==> src/rtl/atm_txn_ctrl.sv <==
`default_nettype none
// ============================================================================
// Module   : atm_txn_ctrl
// Summary  : ATM card-session sequencer with a small on-chip account store.
//            Handles registration, PIN check with lockout, balance query,
//            withdrawal, PIN change, cancel and idle timeout, and emits one
//            registered completion report per operation.
// Revision : 1.0 - initial release
// ============================================================================
module atm_txn_ctrl #(
    parameter int NUM_CARDS = 4,
    parameter int BAL_W     = 16,
    parameter int PIN_W     = 16,
    parameter int INIT_BAL  = 500,
    parameter int MAX_TRIES = 3,
    parameter int TIMEOUT   = 1000,
    localparam int CW       = (NUM_CARDS > 1) ? $clog2(NUM_CARDS) : 1
) (
    input  logic             clk,
    input  logic             rst_n,
    input  logic             card_in,
    input  logic [CW-1:0]    card_id,
    input  logic             pin_valid,
    input  logic [PIN_W-1:0] pin,
    input  logic             op_valid,
    input  logic [1:0]       choice,
    input  logic             amt_valid,
    input  logic [BAL_W-1:0] amount,
    input  logic             cancel,
    output logic             busy,
    output logic             done_valid,
    output logic [2:0]       done_status,
    output logic [BAL_W-1:0] balance_out,
    output logic             dispense,
    output logic [BAL_W-1:0] dispense_amt
);

    // Watchdog counts 0..TIMEOUT-1, try counter counts 0..MAX_TRIES-1
    localparam int TW = (TIMEOUT > 1)   ? $clog2(TIMEOUT)   : 1;
    localparam int RW = (MAX_TRIES > 1) ? $clog2(MAX_TRIES) : 1;

    localparam logic [TW-1:0]    c_TMO_LAST = TW'(TIMEOUT - 1);
    localparam logic [RW-1:0]    c_TRY_LAST = RW'(MAX_TRIES - 1);
    localparam logic [BAL_W-1:0] c_INIT_BAL = BAL_W'(INIT_BAL);

    localparam logic [2:0] c_ST_OK          = 3'd0;
    localparam logic [2:0] c_ST_BAD_PIN     = 3'd1;
    localparam logic [2:0] c_ST_LOCKED      = 3'd2;
    localparam logic [2:0] c_ST_NO_FUNDS    = 3'd3;
    localparam logic [2:0] c_ST_TIMEOUT     = 3'd4;
    localparam logic [2:0] c_ST_CANCEL      = 3'd5;
    localparam logic [2:0] c_ST_ALREADY_REG = 3'd6;
    localparam logic [2:0] c_ST_ZERO_AMT    = 3'd7;

    typedef enum logic [2:0] {
        S_IDLE        = 3'd0,
        S_REG_PIN     = 3'd1,
        S_WAIT_PIN    = 3'd2,
        S_WAIT_OP     = 3'd3,
        S_WAIT_AMT    = 3'd4,
        S_WAIT_NEWPIN = 3'd5
    } state_t;

    // ------------------------------------------------------------------
    // Registers
    // ------------------------------------------------------------------
    state_t           r_state;
    logic [CW-1:0]    r_card;
    logic [RW-1:0]    r_tries;
    logic [TW-1:0]    r_tmo;

    logic             r_reg  [NUM_CARDS];
    logic             r_lock [NUM_CARDS];
    logic [PIN_W-1:0] r_pin  [NUM_CARDS];
    logic [BAL_W-1:0] r_bal  [NUM_CARDS];

    // ------------------------------------------------------------------
    // Combinational decisions
    // ------------------------------------------------------------------
    state_t           w_state_nxt;
    logic             w_done;
    logic [2:0]       w_status;
    logic [BAL_W-1:0] w_bal_rpt;
    logic             w_disp;
    logic             w_card_ld;
    logic             w_try_clr;
    logic             w_try_inc;
    logic             w_tmo_rld;
    logic             w_wr_pin;
    logic             w_set_reg;
    logic             w_set_lock;
    logic             w_bal_wr;
    logic [BAL_W-1:0] w_bal_new;

    logic [PIN_W-1:0] w_cur_pin;
    logic [BAL_W-1:0] w_cur_bal;
    logic             w_tmo_hit;

    assign w_cur_pin = r_pin[r_card];
    assign w_cur_bal = r_bal[r_card];
    assign w_tmo_hit = (r_tmo == c_TMO_LAST);

    // FSM state register
    always_ff @(posedge clk or negedge rst_n) begin
        if (!rst_n) begin
            r_state <= S_IDLE;
        end else begin
            r_state <= w_state_nxt;
        end
    end

    // Next-state and per-cycle action decode; cancel beats inputs, inputs beat timeout
    always_comb begin
        w_state_nxt = r_state;
        w_done      = 1'b0;
        w_status    = c_ST_OK;
        w_bal_rpt   = w_cur_bal;
        w_disp      = 1'b0;
        w_card_ld   = 1'b0;
        w_try_clr   = 1'b0;
        w_try_inc   = 1'b0;
        w_tmo_rld   = 1'b0;
        w_wr_pin    = 1'b0;
        w_set_reg   = 1'b0;
        w_set_lock  = 1'b0;
        w_bal_wr    = 1'b0;
        w_bal_new   = w_cur_bal - amount;

        if (r_state == S_IDLE) begin
            if (card_in) begin
                w_card_ld = 1'b1;
                w_try_clr = 1'b1;
                w_tmo_rld = 1'b1;
                if (r_lock[card_id]) begin
                    w_done    = 1'b1;
                    w_status  = c_ST_LOCKED;
                    w_bal_rpt = r_bal[card_id];
                end else if (!r_reg[card_id]) begin
                    w_state_nxt = S_REG_PIN;
                end else begin
                    w_state_nxt = S_WAIT_PIN;
                end
            end
        end else if (cancel) begin
            w_done      = 1'b1;
            w_status    = c_ST_CANCEL;
            w_state_nxt = S_IDLE;
        end else begin
            case (r_state)
                S_REG_PIN: begin
                    if (pin_valid) begin
                        w_tmo_rld   = 1'b1;
                        w_wr_pin    = 1'b1;
                        w_set_reg   = 1'b1;
                        w_bal_wr    = 1'b1;
                        w_bal_new   = c_INIT_BAL;
                        w_done      = 1'b1;
                        w_status    = c_ST_OK;
                        w_bal_rpt   = c_INIT_BAL;
                        w_state_nxt = S_IDLE;
                    end
                end
                S_WAIT_PIN: begin
                    if (pin_valid) begin
                        w_tmo_rld = 1'b1;
                        if (pin == w_cur_pin) begin
                            w_state_nxt = S_WAIT_OP;
                        end else if (r_tries == c_TRY_LAST) begin
                            w_set_lock  = 1'b1;
                            w_done      = 1'b1;
                            w_status    = c_ST_LOCKED;
                            w_state_nxt = S_IDLE;
                        end else begin
                            w_try_inc = 1'b1;
                            w_done    = 1'b1;
                            w_status  = c_ST_BAD_PIN;
                        end
                    end
                end
                S_WAIT_OP: begin
                    if (op_valid) begin
                        w_tmo_rld = 1'b1;
                        case (choice)
                            2'b00: begin
                                w_done      = 1'b1;
                                w_status    = c_ST_OK;
                                w_state_nxt = S_IDLE;
                            end
                            2'b01: w_state_nxt = S_WAIT_AMT;
                            2'b10: begin
                                w_done      = 1'b1;
                                w_status    = c_ST_ALREADY_REG;
                                w_state_nxt = S_IDLE;
                            end
                            default: w_state_nxt = S_WAIT_NEWPIN;
                        endcase
                    end
                end
                S_WAIT_AMT: begin
                    if (amt_valid) begin
                        w_tmo_rld   = 1'b1;
                        w_done      = 1'b1;
                        w_state_nxt = S_IDLE;
                        if (amount == '0) begin
                            w_status = c_ST_ZERO_AMT;
                        end else if (amount > w_cur_bal) begin
                            w_status = c_ST_NO_FUNDS;
                        end else begin
                            w_status  = c_ST_OK;
                            w_bal_wr  = 1'b1;
                            w_disp    = 1'b1;
                            w_bal_rpt = w_cur_bal - amount;
                        end
                    end
                end
                S_WAIT_NEWPIN: begin
                    if (pin_valid) begin
                        w_tmo_rld   = 1'b1;
                        w_wr_pin    = 1'b1;
                        w_done      = 1'b1;
                        w_status    = c_ST_OK;
                        w_state_nxt = S_IDLE;
                    end
                end
                default: w_state_nxt = S_IDLE;
            endcase

            if (!w_tmo_rld && w_tmo_hit && r_state != S_IDLE) begin
                w_done      = 1'b1;
                w_status    = c_ST_TIMEOUT;
                w_state_nxt = S_IDLE;
            end
        end
    end

    // Session card latch
    always_ff @(posedge clk or negedge rst_n) begin
        if (!rst_n) begin
            r_card <= '0;
        end else if (w_card_ld) begin
            r_card <= card_id;
        end
    end

    // Consecutive wrong-PIN counter for the current session
    always_ff @(posedge clk or negedge rst_n) begin
        if (!rst_n) begin
            r_tries <= '0;
        end else if (w_try_clr) begin
            r_tries <= '0;
        end else if (w_try_inc) begin
            r_tries <= r_tries + 1'b1;
        end
    end

    // Idle-cycle watchdog; held at zero outside wait states
    always_ff @(posedge clk or negedge rst_n) begin
        if (!rst_n) begin
            r_tmo <= '0;
        end else if (w_tmo_rld || r_state == S_IDLE) begin
            r_tmo <= '0;
        end else if (!w_tmo_hit) begin
            r_tmo <= r_tmo + 1'b1;
        end
    end

    // Account store: one flag/PIN/balance set per slot, written for the session card
    for (genvar g = 0; g < NUM_CARDS; g++) begin : g_slot
        logic w_sel;
        assign w_sel = (r_card == CW'(g));

        // Slot state update
        always_ff @(posedge clk or negedge rst_n) begin
            if (!rst_n) begin
                r_reg[g]  <= 1'b0;
                r_lock[g] <= 1'b0;
                r_pin[g]  <= '0;
                r_bal[g]  <= '0;
            end else if (w_sel) begin
                if (w_set_reg) begin
                    r_reg[g] <= 1'b1;
                end
                if (w_set_lock) begin
                    r_lock[g] <= 1'b1;
                end
                if (w_wr_pin) begin
                    r_pin[g] <= pin;
                end
                if (w_bal_wr) begin
                    r_bal[g] <= w_bal_new;
                end
            end
        end
    end

    // Registered outputs; report fields and dispense amount hold between events
    always_ff @(posedge clk or negedge rst_n) begin
        if (!rst_n) begin
            busy         <= 1'b0;
            done_valid   <= 1'b0;
            done_status  <= 3'd0;
            balance_out  <= '0;
            dispense     <= 1'b0;
            dispense_amt <= '0;
        end else begin
            busy       <= (w_state_nxt != S_IDLE);
            done_valid <= w_done;
            dispense   <= w_disp;
            if (w_done) begin
                done_status <= w_status;
                balance_out <= w_bal_rpt;
            end
            if (w_disp) begin
                dispense_amt <= amount;
            end
        end
    end

endmodule
`default_nettype wire

==> config.mk <==
export PLATFORM = sky130hd
export DESIGN_NAME = atm_txn_ctrl
export DESIGN_NICKNAME = d
export VERILOG_FILES = /design/src/rtl/atm_txn_ctrl.sv
export SDC_FILE = /design/constraint.sdc
export NUM_CORES = 1
export LEC_CHECK = 0
export CAP_MARGIN = 5
export CORE_UTILIZATION = 59
export CTS_CLUSTER_SIZE = 28
export DETAILED_ROUTE_END_ITERATION = 12
export GPL_TIMING_DRIVEN = 0
export PLACE_DENSITY_LB_ADDON = 0.3
export SYNTH_ARGS = -nofsm -noshare
export SYNTH_HDL_FRONTEND = slang
export SYNTH_SLANG_ARGS = --single-unit
export TNS_END_PERCENT = 10
==> constraint.sdc <==
create_clock -name clk -period 5.2 [get_ports clk]
set_input_delay 1.04 -clock clk [delete_from_list [all_inputs] [get_ports clk]]
set_output_delay 1.04 -clock clk [all_outputs]
set_load 0.02 [all_outputs]
==> results.json <==
{
  "status": "finished, final reports clean",
  "hold_path.class": "flip-flop to flip-flop",
  "fin_skew_ns": 0.0165,
  "drt_iter0_drc": 975,
  "crit_path_start_kind": "flip-flop",
  "avgSynthCellArea_um2": 11.0,
  "antenna_found_initial": 0,
  "grt_overflow": 0,
  "clock.fmax_mhz": 200,
  "max-vdd-ir-drop_mv": 0.328,
  "totalPowerFinal_uw": 6730,
  "pre_cts_slack_ns": -0.356,
  "worst_skew_pair.late_latency_ns": 0.45,
  "reg2reg_depth": 13,
  "finalHoldViolCount": 0,
  "layout_setup_ws_ns": 0.201,
  "worstHoldEndpoint": "r_lock[3]$_DFFE_PN0P_",
  "setup_violations": 0,
  "drc": 0,
  "fill_cells": 1209,
  "initial_core_util": 0.612,
  "synth-seq-cells": 191,
  "path_max_fanout": 10,
  "hold_path_depth": 1,
  "synthCells": 932,
  "io_pins": 81,
  "dieArea_mm2": 0.0180,
  "yosys-top-cells-area": "dfrtp_1, mux4_2, mux2_2",
  "worst_pin_slew_ns": 0.900,
  "crit_path_end_kind": "flip-flop",
  "wl_per_cell_um": 21.1,
  "yosysWarningCount": 0,
  "hp-start": "r_lock[3]$_DFFE_PN0P_",
  "synth.distinct_cells": 68,
  "grt_max_degree": 125,
  "drive_gt1_frac": 0.177,
  "syn_area_mm2": 0.0103,
  "grt_first_pass_wirelength_um": 42600,
  "cts_tree": "built",
  "p_leak_uw": 0.00531,
  "max_cap_viol_count": 0,
  "synth.yosys.seq_area_share": 0.465,
  "synth_nets": 995,
  "rr_endpoint": "r_bal[44]$_DFFE_PN0P_",
  "ctsHoldBuffers": 0,
  "timing.rr.start": "r_card[1]$_DFFE_PN0P_",
  "crit_type": "flip-flop to flip-flop",
  "ctsHtreeMaxLevel": 4,
  "slew_headroom": 0.395,
  "cts-buffers-inserted": 17,
  "path_clk_slew_ns": 0.07,
  "ant_nets": 0,
  "floorplan.die.height_um": 134,
  "antenna_cells": 0,
  "die_w_um": 134,
  "worst_path_max_delay_cell": "clkbuf_1",
  "port_buffers": 77,
  "maxSlewViolCount": 0,
  "min_period_ns": 5.00,
  "period_share": 0.961,
  "grt_usage": 0.312,
  "core_region_area_mm2": 0.0168,
  "rsz0062_at_grt": "no",
  "synth_edf_count": 0,
  "seq_area_mm2": 0.00478,
  "multi_input_area_mm2": 0.00519,
  "top_regs": "r_bal x64, r_pin x64",
  "yosys_most_used_dff": "dfrtp_1",
  "nets": 1094,
  "synth_top_area_share": 0.465,
  "viasPerCell": 6.52,
  "drtPass1Iterations": 5,
  "place_congestion": 0.968,
  "grt_pass1_vias": 7901,
  "powerDensity_mw_per_mm2": 561,
  "cp.required_ns": 5.50,
  "slowest_delay_ns": 0.55,
  "numClockSinks": 191,
  "ys_async_sr_fraction": 1.00,
  "design_area_mm2": 0.0120,
  "hpwlAfterDp_um": 19200,
  "crit_path_cell_trace": "clkbuf_1 -> clkbuf_2 -> clkbuf_2 -> mux4_2 -> ha_1 -> a211o_1 -> a211o_1 -> o211ai_2 -> a211oi_4 -> buf_4 -> o211ai_1 -> clkbuf_1 -> o21ai_0",
  "routed_wl_um": 26700,
  "root_buffer": "clkbuf_16",
  "place_area_mm2": 0.0114,
  "crit_arrival_ns": 5.30,
  "yosys.area.top_type": "dfrtp_1",
  "r2r_slack_ns": 0.20,
  "dr_total_vias": 8235,
  "timing.setup.tns_ns": 0,
  "clock_path_buffers": 2,
  "area_growth_pct": 16.7,
  "hold_slack_ns": 0.460,
  "placementRows": 47
}
-- repair_timing --
action / 4_1_cts / 5_1_grt
pin swaps: 0 / 1
buffers inserted: 0 / 2
setup endpoints to repair: 90 / 86
resized for setup: 2 / 3
gates cloned: 0 / 0
-- worst max-delay path: cells and delay by family, from the launching register on --
kind	cells	cell delay [ns]
buffers and inverters	5	1.97
AOI/OAI and AO/OA	6	1.67
muxes	1	0.41
DFF	1	0.39
adders and majority gates	1	0.39
-- how the worst max path moves through the flow --
stage / startpoint / to / slack [ns] / cells after the start
3_5_place_dp: r_card[1]$_DFFE_PN0P_ / r_bal[6]$_DFFE_PN0P_ / -0.36 / 14
6_report: r_card[1]$_DFFE_PN0P_ / r_bal[44]$_DFFE_PN0P_ / 0.20 / 13
3_3_place_gp: rst_n / r_pin[21]$_DFFE_PN0P_ / -4.76 / 1
5_1_grt: r_card[1]$_DFFE_PN0P_ / r_bal[26]$_DFFE_PN0P_ / 0.03 / 13
4_1_cts: r_card[1]$_DFFE_PN0P_ / r_bal[4]$_DFFE_PN0P_ / 0.01 / 14
2_1_floorplan: r_card[1]$_DFFE_PN0P_ / r_bal[10]$_DFFE_PN0P_ / 1.24 / 14
-- area by class of cell --
| class | instances | share of cell area |
|---|---|---|
| Sequential cell | 191 | 0.398 |
| Multi-Input combinational cell | 663 | 0.432 |
| Inverter | 28 | 0.00897 |
| Tap cell | 220 | 0.0229 |
| Timing Repair Buffer | 80 | 0.0682 |
| Clock inverter | 15 | 0.0154 |
| Buffer | 50 | 0.0185 |
| Clock buffer | 17 | 0.0354 |
-- synthesized netlist by cell type, types with 6 or more instances --
library cell and instances:
a211o_1 7, a211oi_1 6, a21o_1 8, a21oi_1 18
a31oi_1 10, and3_1 10, buf_2 6, clkbuf_1 36
dfrtp_1 191, ha_1 19, inv_1 26, mux2_2 70
mux2i_1 12, mux4_2 50, nand2_1 132, nand3_1 15
nand4_1 8, nor2_1 50, nor2b_1 8, nor3_1 10
o211ai_1 8, o21ai_0 88, o31ai_1 14, or2_2 6
xnor2_1 25, xor2_1 8
-- metrics by stage --
stage / instances / utilization
after floorplan: 932 / -
after global placement: 1229 / 0.674
after detailed placement: 1230 / 0.676
after CTS: 1262 / 0.713
after global routing: 1264 / 0.714
final: 1264 / 0.714
-- routing by layer --
layer,up-vias,GRT usage,share of wire
li1,3632,-,-
met2,417,0.476,0.47
met1,4119,0.443,0.42
met5,-,0,0
met3,67,0.0676,0.082
met4,0,0.116,0.029
-- kinds of logic (layout without fill, tap and decap cells) --
group | Yosys count | after routing | synth area share
buf+inv | 78 | 190 | 0.0316
simple gates | 268 | 268 | 0.119
fa+ha+maj | 20 | 20 | 0.0251
xor+xnor | 33 | 33 | 0.0281
mux | 133 | 133 | 0.199
compound gates | 209 | 209 | 0.132
flops | 191 | 191 | 0.465
-- placed cells by master (no fill, tap or decap), types with 4 or more instances in the layout --
cell type	count
a211o_1	7
a211oi_1	6
a21o_1	8
a21oi_1	18
a31oi_1	10
and3_1	10
buf_2	6
clkbuf_1	35
clkbuf_16	17
clkdlybuf4s50_1	76
clkinv_8	5
dfrtp_1	191
ha_1	19
inv_1	26
inv_8	4
mux2_2	70
mux2i_1	12
mux4_2	50
nand2_1	132
nand2b_1	5
nand3_1	15
nand4_1	8
nor2_1	50
nor2b_1	8
nor3_1	10
nor4_1	4
o2111ai_1	4
o211ai_1	8
o21a_1	4
o21ai_0	88
o21bai_1	5
o22ai_1	4
o31ai_1	14
or2_2	6
or3_1	5
xnor2_1	25
xor2_1	8
-- where the power goes --
group / switching [uW] / internal [uW] / total [uW]
registers: 331 / 2010 / 2340
logic: 1690 / 1370 / 3060
clock network: 673 / 655 / 1330
Power figures use the tool's default switching activity.
